**config.mk**
```make
export PLATFORM = sky130hd
export DESIGN_NAME = pc_fetch_ctrl
export DESIGN_NICKNAME = d
export VERILOG_FILES = /design/src/rtl/pc_fetch_pkg.sv /design/src/rtl/pc_target_calc.sv /design/src/rtl/pc_fetch_ctrl.sv
export SDC_FILE = /design/constraint.sdc
export NUM_CORES = 1
export LEC_CHECK = 0
export CORE_UTILIZATION = 50
export CTS_BUF_LIST = sky130_fd_sc_hd__clkbuf_2
export CTS_CLUSTER_SIZE = 40
export DETAILED_ROUTE_END_ITERATION = 6
export PLACE_DENSITY = 0.88
export SLEW_MARGIN = 20
export SYNTH_ARGS = -nofsm -noshare
export SYNTH_HDL_FRONTEND = slang
export SYNTH_SLANG_ARGS = --single-unit
```
**constraint.sdc**
```tcl
create_clock -name clk_i -period 6.64 [get_ports clk_i]
set_input_delay 1.992 -clock clk_i [delete_from_list [all_inputs] [get_ports clk_i]]
set_output_delay 1.992 -clock clk_i [all_outputs]
set_load 0.1 [all_outputs]
```
**src/rtl/pc_fetch_pkg.sv**
```systemverilog
// Shared state type and constants for the fetch-stage PC sequencer.
package pc_fetch_pkg;

    typedef enum logic [1:0] {
        BOOT,
        FETCH,
        WAIT,
        FLUSH
    } fetch_state_e;

    localparam logic [6:0]  OPC_JAL    = 7'b1101111;
    localparam logic [6:0]  OPC_JALR   = 7'b1100111;
    localparam logic [6:0]  OPC_BRANCH = 7'b1100011;
    localparam logic [31:0] PC_STEP    = 32'd4;

endpackage

```
**src/rtl/pc_target_calc.sv**
```systemverilog
// Redirect decode for the EX instruction: taken flag, raw jump/branch target
// and its half-word misalignment. Purely combinational.
module pc_target_calc
    import pc_fetch_pkg::*;
(
    input  logic        jump_i,
    input  logic        jalr_i,
    input  logic        branch_i,
    input  logic        bne_i,
    input  logic        zero_i,
    input  logic [31:0] pc_ex_i,
    input  logic [31:0] imm_ex_i,
    input  logic [31:0] rs1_i,
    output logic        taken_o,
    output logic [31:0] target_o,
    output logic        misaligned_o
);

    logic [31:0] sum_rs1;
    logic [31:0] sum_pc;

    assign sum_rs1 = rs1_i + imm_ex_i;
    assign sum_pc  = pc_ex_i + imm_ex_i;

    // bne only matters when branch is set; a lone bne is not a redirect.
    assign taken_o      = jump_i | (branch_i & (bne_i ? ~zero_i : zero_i));
    assign target_o     = (jump_i & jalr_i) ? {sum_rs1[31:1], 1'b0} : sum_pc;
    assign misaligned_o = target_o[1];

endmodule

```
**src/rtl/pc_fetch_ctrl.sv**
```systemverilog
// Fetch-stage PC sequencer: owns the fetch PC, drives the imem handshake and
// flushes wrong-path work on EX redirects. Optional macro: MISALIGN_TRAP_EN.
//
//  state | meaning
//  BOOT  | one idle cycle after reset release
//  FETCH | request issued unless stalled; advance on grant
//  WAIT  | request outstanding, address frozen until grant
//  FLUSH | bubbles after a redirect, then fetch from target
module pc_fetch_ctrl
    import pc_fetch_pkg::*;
#(
    parameter logic [31:0] RESET_VECTOR = 32'h0000_0000,
    parameter logic [31:0] TRAP_VECTOR  = 32'h0000_0100,
    parameter int          FLUSH_CYCLES = 2
) (
    input  logic        clk_i,
    input  logic        nrst_i,
    input  logic        stall_i,
    input  logic        jump_i,
    input  logic        jalr_i,
    input  logic        branch_i,
    input  logic        bne_i,
    input  logic        zero_i,
    input  logic [31:0] pc_ex_i,
    input  logic [31:0] imm_ex_i,
    input  logic [63:0] rs1_data_i,
    output logic        imem_req_o,
    output logic [31:0] imem_addr_o,
    input  logic        imem_gnt_i,
    output logic [31:0] pc_if_o,
    output logic        if_valid_o,
    output logic        flush_o,
    output logic        misalign_trap_o,
    output logic [31:0] bad_target_o
);

    fetch_state_e state_q;
    logic         imem_req_q;
    logic [31:0]  imem_addr_q;
    logic [31:0]  pc_if_q;
    logic         if_valid_q;
    logic         flush_q;
    logic [1:0]   flush_cnt_q;
    logic         pend_q;
    logic [31:0]  pend_tgt_q;

    logic         taken;
    logic [31:0]  target;
    logic         misaligned;
    logic         accept;
    logic [31:0]  redir_tgt;

    pc_target_calc u_target_calc (
        .jump_i       (jump_i),
        .jalr_i       (jalr_i),
        .branch_i     (branch_i),
        .bne_i        (bne_i),
        .zero_i       (zero_i),
        .pc_ex_i      (pc_ex_i),
        .imm_ex_i     (imm_ex_i),
        .rs1_i        (rs1_data_i[31:0]),
        .taken_o      (taken),
        .target_o     (target),
        .misaligned_o (misaligned)
    );

    // A second redirect while one is pending comes from a wrong-path EX op.
    assign accept = taken & ((state_q == FETCH) | ((state_q == WAIT) & ~pend_q));

    logic unused_rs1_hi;
    assign unused_rs1_hi = ^rs1_data_i[63:32];

`ifdef MISALIGN_TRAP_EN
    logic        trap_d;
    logic        trap_q;
    logic [31:0] bad_target_q;

    assign trap_d    = accept & misaligned;
    assign redir_tgt = misaligned ? TRAP_VECTOR : target;

    always_ff @(posedge clk_i or negedge nrst_i) begin
        if (!nrst_i) begin
            trap_q       <= 1'b0;
            bad_target_q <= 32'h0;
        end else begin
            trap_q <= trap_d;
            if (trap_d) begin
                bad_target_q <= target;
            end
        end
    end

    assign misalign_trap_o = trap_q;
    assign bad_target_o    = bad_target_q;
`else
    logic unused_trap;
    assign unused_trap     = ^{target[1:0], misaligned, TRAP_VECTOR};
    assign redir_tgt       = {target[31:2], 2'b00};
    assign misalign_trap_o = 1'b0;
    assign bad_target_o    = 32'h0;
`endif

    always_ff @(posedge clk_i or negedge nrst_i) begin
        if (!nrst_i) begin
            state_q     <= BOOT;
            imem_req_q  <= 1'b0;
            imem_addr_q <= RESET_VECTOR;
            pc_if_q     <= 32'h0;
            if_valid_q  <= 1'b0;
            flush_q     <= 1'b0;
            flush_cnt_q <= 2'd0;
            pend_q      <= 1'b0;
            pend_tgt_q  <= 32'h0;
        end else begin
            if_valid_q <= 1'b0;
            case (state_q)
                BOOT: begin
                    state_q     <= FETCH;
                    imem_req_q  <= ~stall_i;
                    imem_addr_q <= RESET_VECTOR;
                end
                FETCH: begin
                    if (imem_req_q && !imem_gnt_i) begin
                        state_q <= WAIT;
                        if (accept) begin
                            pend_q     <= 1'b1;
                            pend_tgt_q <= redir_tgt;
                        end
                    end else if (accept) begin
                        // Any instruction granted this cycle is wrong-path.
                        state_q     <= FLUSH;
                        imem_req_q  <= 1'b0;
                        imem_addr_q <= redir_tgt;
                        flush_q     <= 1'b1;
                        flush_cnt_q <= 2'(FLUSH_CYCLES - 1);
                    end else begin
                        if (imem_req_q) begin
                            if_valid_q  <= 1'b1;
                            pc_if_q     <= imem_addr_q;
                            imem_addr_q <= imem_addr_q + PC_STEP;
                        end
                        imem_req_q <= ~stall_i;
                    end
                end
                WAIT: begin
                    if (imem_gnt_i) begin
                        if (pend_q || accept) begin
                            state_q     <= FLUSH;
                            imem_req_q  <= 1'b0;
                            imem_addr_q <= pend_q ? pend_tgt_q : redir_tgt;
                            flush_q     <= 1'b1;
                            flush_cnt_q <= 2'(FLUSH_CYCLES - 1);
                            pend_q      <= 1'b0;
                        end else begin
                            state_q     <= FETCH;
                            if_valid_q  <= 1'b1;
                            pc_if_q     <= imem_addr_q;
                            imem_addr_q <= imem_addr_q + PC_STEP;
                            imem_req_q  <= ~stall_i;
                        end
                    end else if (accept) begin
                        pend_q     <= 1'b1;
                        pend_tgt_q <= redir_tgt;
                    end
                end
                FLUSH: begin
                    if (flush_cnt_q == 2'd0) begin
                        state_q    <= FETCH;
                        flush_q    <= 1'b0;
                        imem_req_q <= ~stall_i;
                    end else begin
                        flush_cnt_q <= flush_cnt_q - 2'd1;
                    end
                end
                default: state_q <= BOOT;
            endcase
        end
    end

    assign imem_req_o  = imem_req_q;
    assign imem_addr_o = imem_addr_q;
    assign pc_if_o     = pc_if_q;
    assign if_valid_o  = if_valid_q;
    assign flush_o     = flush_q;

endmodule

```
==> impl_metrics.yaml <==
worst_hold_path:
  hp-class: "reg2reg"
  min-delay-start: "pc_if_o[20]"
logic_synthesis:
  synth_edf_count: 0
  synth_top_cells_by_count: "140 x nand2_1, 98 x a21oi_1, 98 x dfrtp_1, 87 x o21ai_0, 68 x nor2_1"
  async_reset_ff_share_pct: 100
  synthAdderAreaFrac_pct: 9.15
  synth_cell_types: 73
  synth_compound_area_share_pct: 26.4
  synth_flop_cell: "dfrtp_1"
  synth_top_family_by_area: "compound AO/OA/AOI/OAI gates"
  synth_cells: 1121
  yosys.area.top_type_share_pct: 27.2
  synth-xor-area-share_pct: 7.18
  mappedNetlistArea_sq_mm: 0.00902
  synth_top_area_cell: "dfrtp_1"
  ys_seq_area_share_pct: 27.2
  synth_mux_area_share_pct: 5.63
  yosysMostFrequentCell: "nand2_1"
  synth_simple_gate_area_share_pct: 17.5
  ys_warn_count: 0
  synth_area_leaders: "dfrtp_1 27%, ha_1 9.2%, nand2_1 5.8%"
  ys_seq_elements: 98
  avgSynthCellArea_sq_um: 8.05
global_route:
  grt_pass1_wl_microns: 41200
  antenna_found_initial: 1
  grt_pass1_vias: 8281
  overflow: 0
  grtUsageTotal_pct: 28.0
  grt_max_degree: 65
detailed_routing:
  vias: 9092
  vias_per_cell: 6.14
  wirelength_microns: 25900
  drc: 0
  first_pass_iters: 5
  wl_per_cell_microns: 17.5
  drt_iter0_drc: 708
  ant_nets: 0
die:
  die_w_microns: 136
  pin_count: 237
  initial_core_util_pct: 51.6
  core-area_sq_mm: 0.0175
  die_y_microns: 136
  die-area_sq_mm: 0.0186
  rows: 48
sta:
  hold_viol_final: 0
  finalSetupViolations: 0
  rsz0062_at_grt: "no"
  finalClockSkew_ns: 0.0433
  tns_ns: 0
  slew_violations: 0
  fin_crit_ns: 4.79
  worst_pin_slew_ns: 1.07
  period_share_pct: 72.2
  layout_setup_ws_ns: 1.85
  fmax_mhz: 209
  slew_headroom_pct: 28.8
place:
  pre_cts_ws_ns: 1.26
  gp_congestion: 0.971
  numPortBuffers: 167
  dp_cells: 1463
  dp_hpwl_microns: 19800
critical_path:
  cp-start-kind: "input pin"
  critPathKind: "in2reg"
  required_ns: 7.15
  critPathLaunch: "imm_ex_i[13]"
  timing.rr.start: "state_q[0]"
  critPathMostFrequentCell: "o21ai_1"
  slowest_stage: "a2111oi_0"
  crit_arrival_ns: 5.31
  worstPathMaxFanout: 4
  cp-end-kind: "flop"
  max_stage_delay_ns: 0.45
  path_cells: "clkdlybuf4s50_1 -> ha_1 -> a21oi_1 -> o21ai_0 -> or3_1 -> o21ai_1 -> o21ai_1 -> a2111oi_0 -> a211oi_1 -> a211o_1 -> a31oi_1 -> nor3_1"
final_layout:
  multi_input_area_sq_mm: 0.00609
  final_net_count: 1452
  synthToLayoutAreaGrowth_pct: 19.9
  nFillCells: 1522
  regArea_sq_mm: 0.00245
  fin_cells: 1480
  fin_util_pct: 61.9
  drive_gt1_share_pct: 6.38
power:
  p_per_area_mw_per_mm2: 377
  power_leakage_nw: 4.73
  total_power_mw: 4.07
  irDropWorstVdd_mv: 0.367
clock_tree:
  numCtsBuffers: 9
  clkSlewWorstSetupHoldPaths_ns: 0.23
  cts_htree_levels: 3
  clock_latency_ns: 0.61
  clock_path_buffers: 2
  clkSinkCount: 98
  cts_root_buf: "clkbuf_2"
  post_cts_resized: 0
  hold_buffers: 0
  postCtsSetupBuffers: 0
  cts_tree: "built"
run_status:
  status: "complete, no violations"
run:
  drv_cap: 0
## placed cells by master, fill, tap and decap left out, types with 9 or more instances in the layout
| cell type | instances |
|---|---|
| clkdlybuf4s50_1 | 166 |
| nand2_1 | 140 |
| dfrtp_1 | 98 |
| a21oi_1 | 97 |
| o21ai_0 | 87 |
| nor2_1 | 68 |
| ha_1 | 66 |
| xnor2_1 | 47 |
| mux2_2 | 38 |
| conb_1 | 37 |
| a21o_1 | 30 |
| nand3_1 | 29 |
| inv_1 | 28 |
| xor2_1 | 27 |
| a31oi_1 | 21 |
| nand4_1 | 20 |
| nor3_1 | 20 |
| and3_1 | 18 |
| buf_4 | 15 |
| a211oi_1 | 10 |
| a221oi_1 | 10 |
| clkbuf_2 | 10 |
| or3_1 | 9 |
## metrics by stage
stage	hold WS, ns	instance area, sq um
6_report	0.515	10800
5_1_grt	0.560	10800
4_1_cts	0.519	10800
3_3_place_gp	0.453	10700
3_5_place_dp	0.471	10700
2_1_floorplan	0.438	9160
## routing by layer
metal / GRT usage (%) / up-vias / routed length, microns
li1: - / 4315 / -
met1: 37.9 / 4253 / 11100
met2: 45.8 / 475 / 12000
met3: 3.54 / 49 / 2190
met4: 9.51 / 0 / 604
met5: 0 / - / 0
## worst max-delay path: cells and delay by family
kind,cells,cell delay [ns]
buffers and inverters,1,0.43
AOI/OAI and AO/OA,8,2.05
and+or+nand+nor,2,0.48
adders and majority gates,1,0.36
## where the power goes
group	switching (mW)	leakage, nW	internal, mW
logic	1.93	3.39	0.823
clock network	0.198	0.0646	0.0853
registers	0.223	1.27	0.816
## logic make-up (layout without fill, tap and decap cells)
family                     Yosys count  count (layout)
AOI/OAI and AO/OA                  366             366
xor gates and xnor gates            74              74
adders and majority gates           66              66
buffers and inverters              129             226
DFF                                 98              98
muxes                               46              46
other                                1              38
and+or+nand+nor                    341             341
## flip-flops by register name, indices dropped and copies added (netlist names)
| signal | count |
|---|---|
| flush_o | 1 |
| pend_q | 1 |
| state_q | 2 |
| imem_req_o | 1 |
| flush_cnt_q | 2 |
| pend_tgt_q | 30 |
| if_valid_o | 1 |
| imem_addr_o | 30 |
| pc_if_o | 30 |
## cell type report
type / count / area share [%]
Inverter: 29 / 1.01
Clock buffer: 10 / 0.463
Clock inverter: 6 / 0.532
Antenna cell: 1 / 0.0231
Sequential cell: 98 / 22.7
Timing Repair Buffer: 181 / 16.4
Tap cell: 225 / 2.60
Multi-Input combinational cell: 930 / 56.3
## path summary, 6_finish.rpt
kind	to	slack [ns]	depth (start not counted)
worst min register to register	pc_if_o[20]	0.51	2
worst min-delay path	pc_if_o[20]	0.51	2
worst max-delay path	imem_addr_o[29]	1.85	12
min in group asynchronous	pend_tgt_q[17]	1.29	1
worst max register to register	imem_addr_o[17]	2.47	11
max in group asynchronous	pc_if_o[27]	4.15	2
No activity file was read; power rests on OpenSTA's default activity.
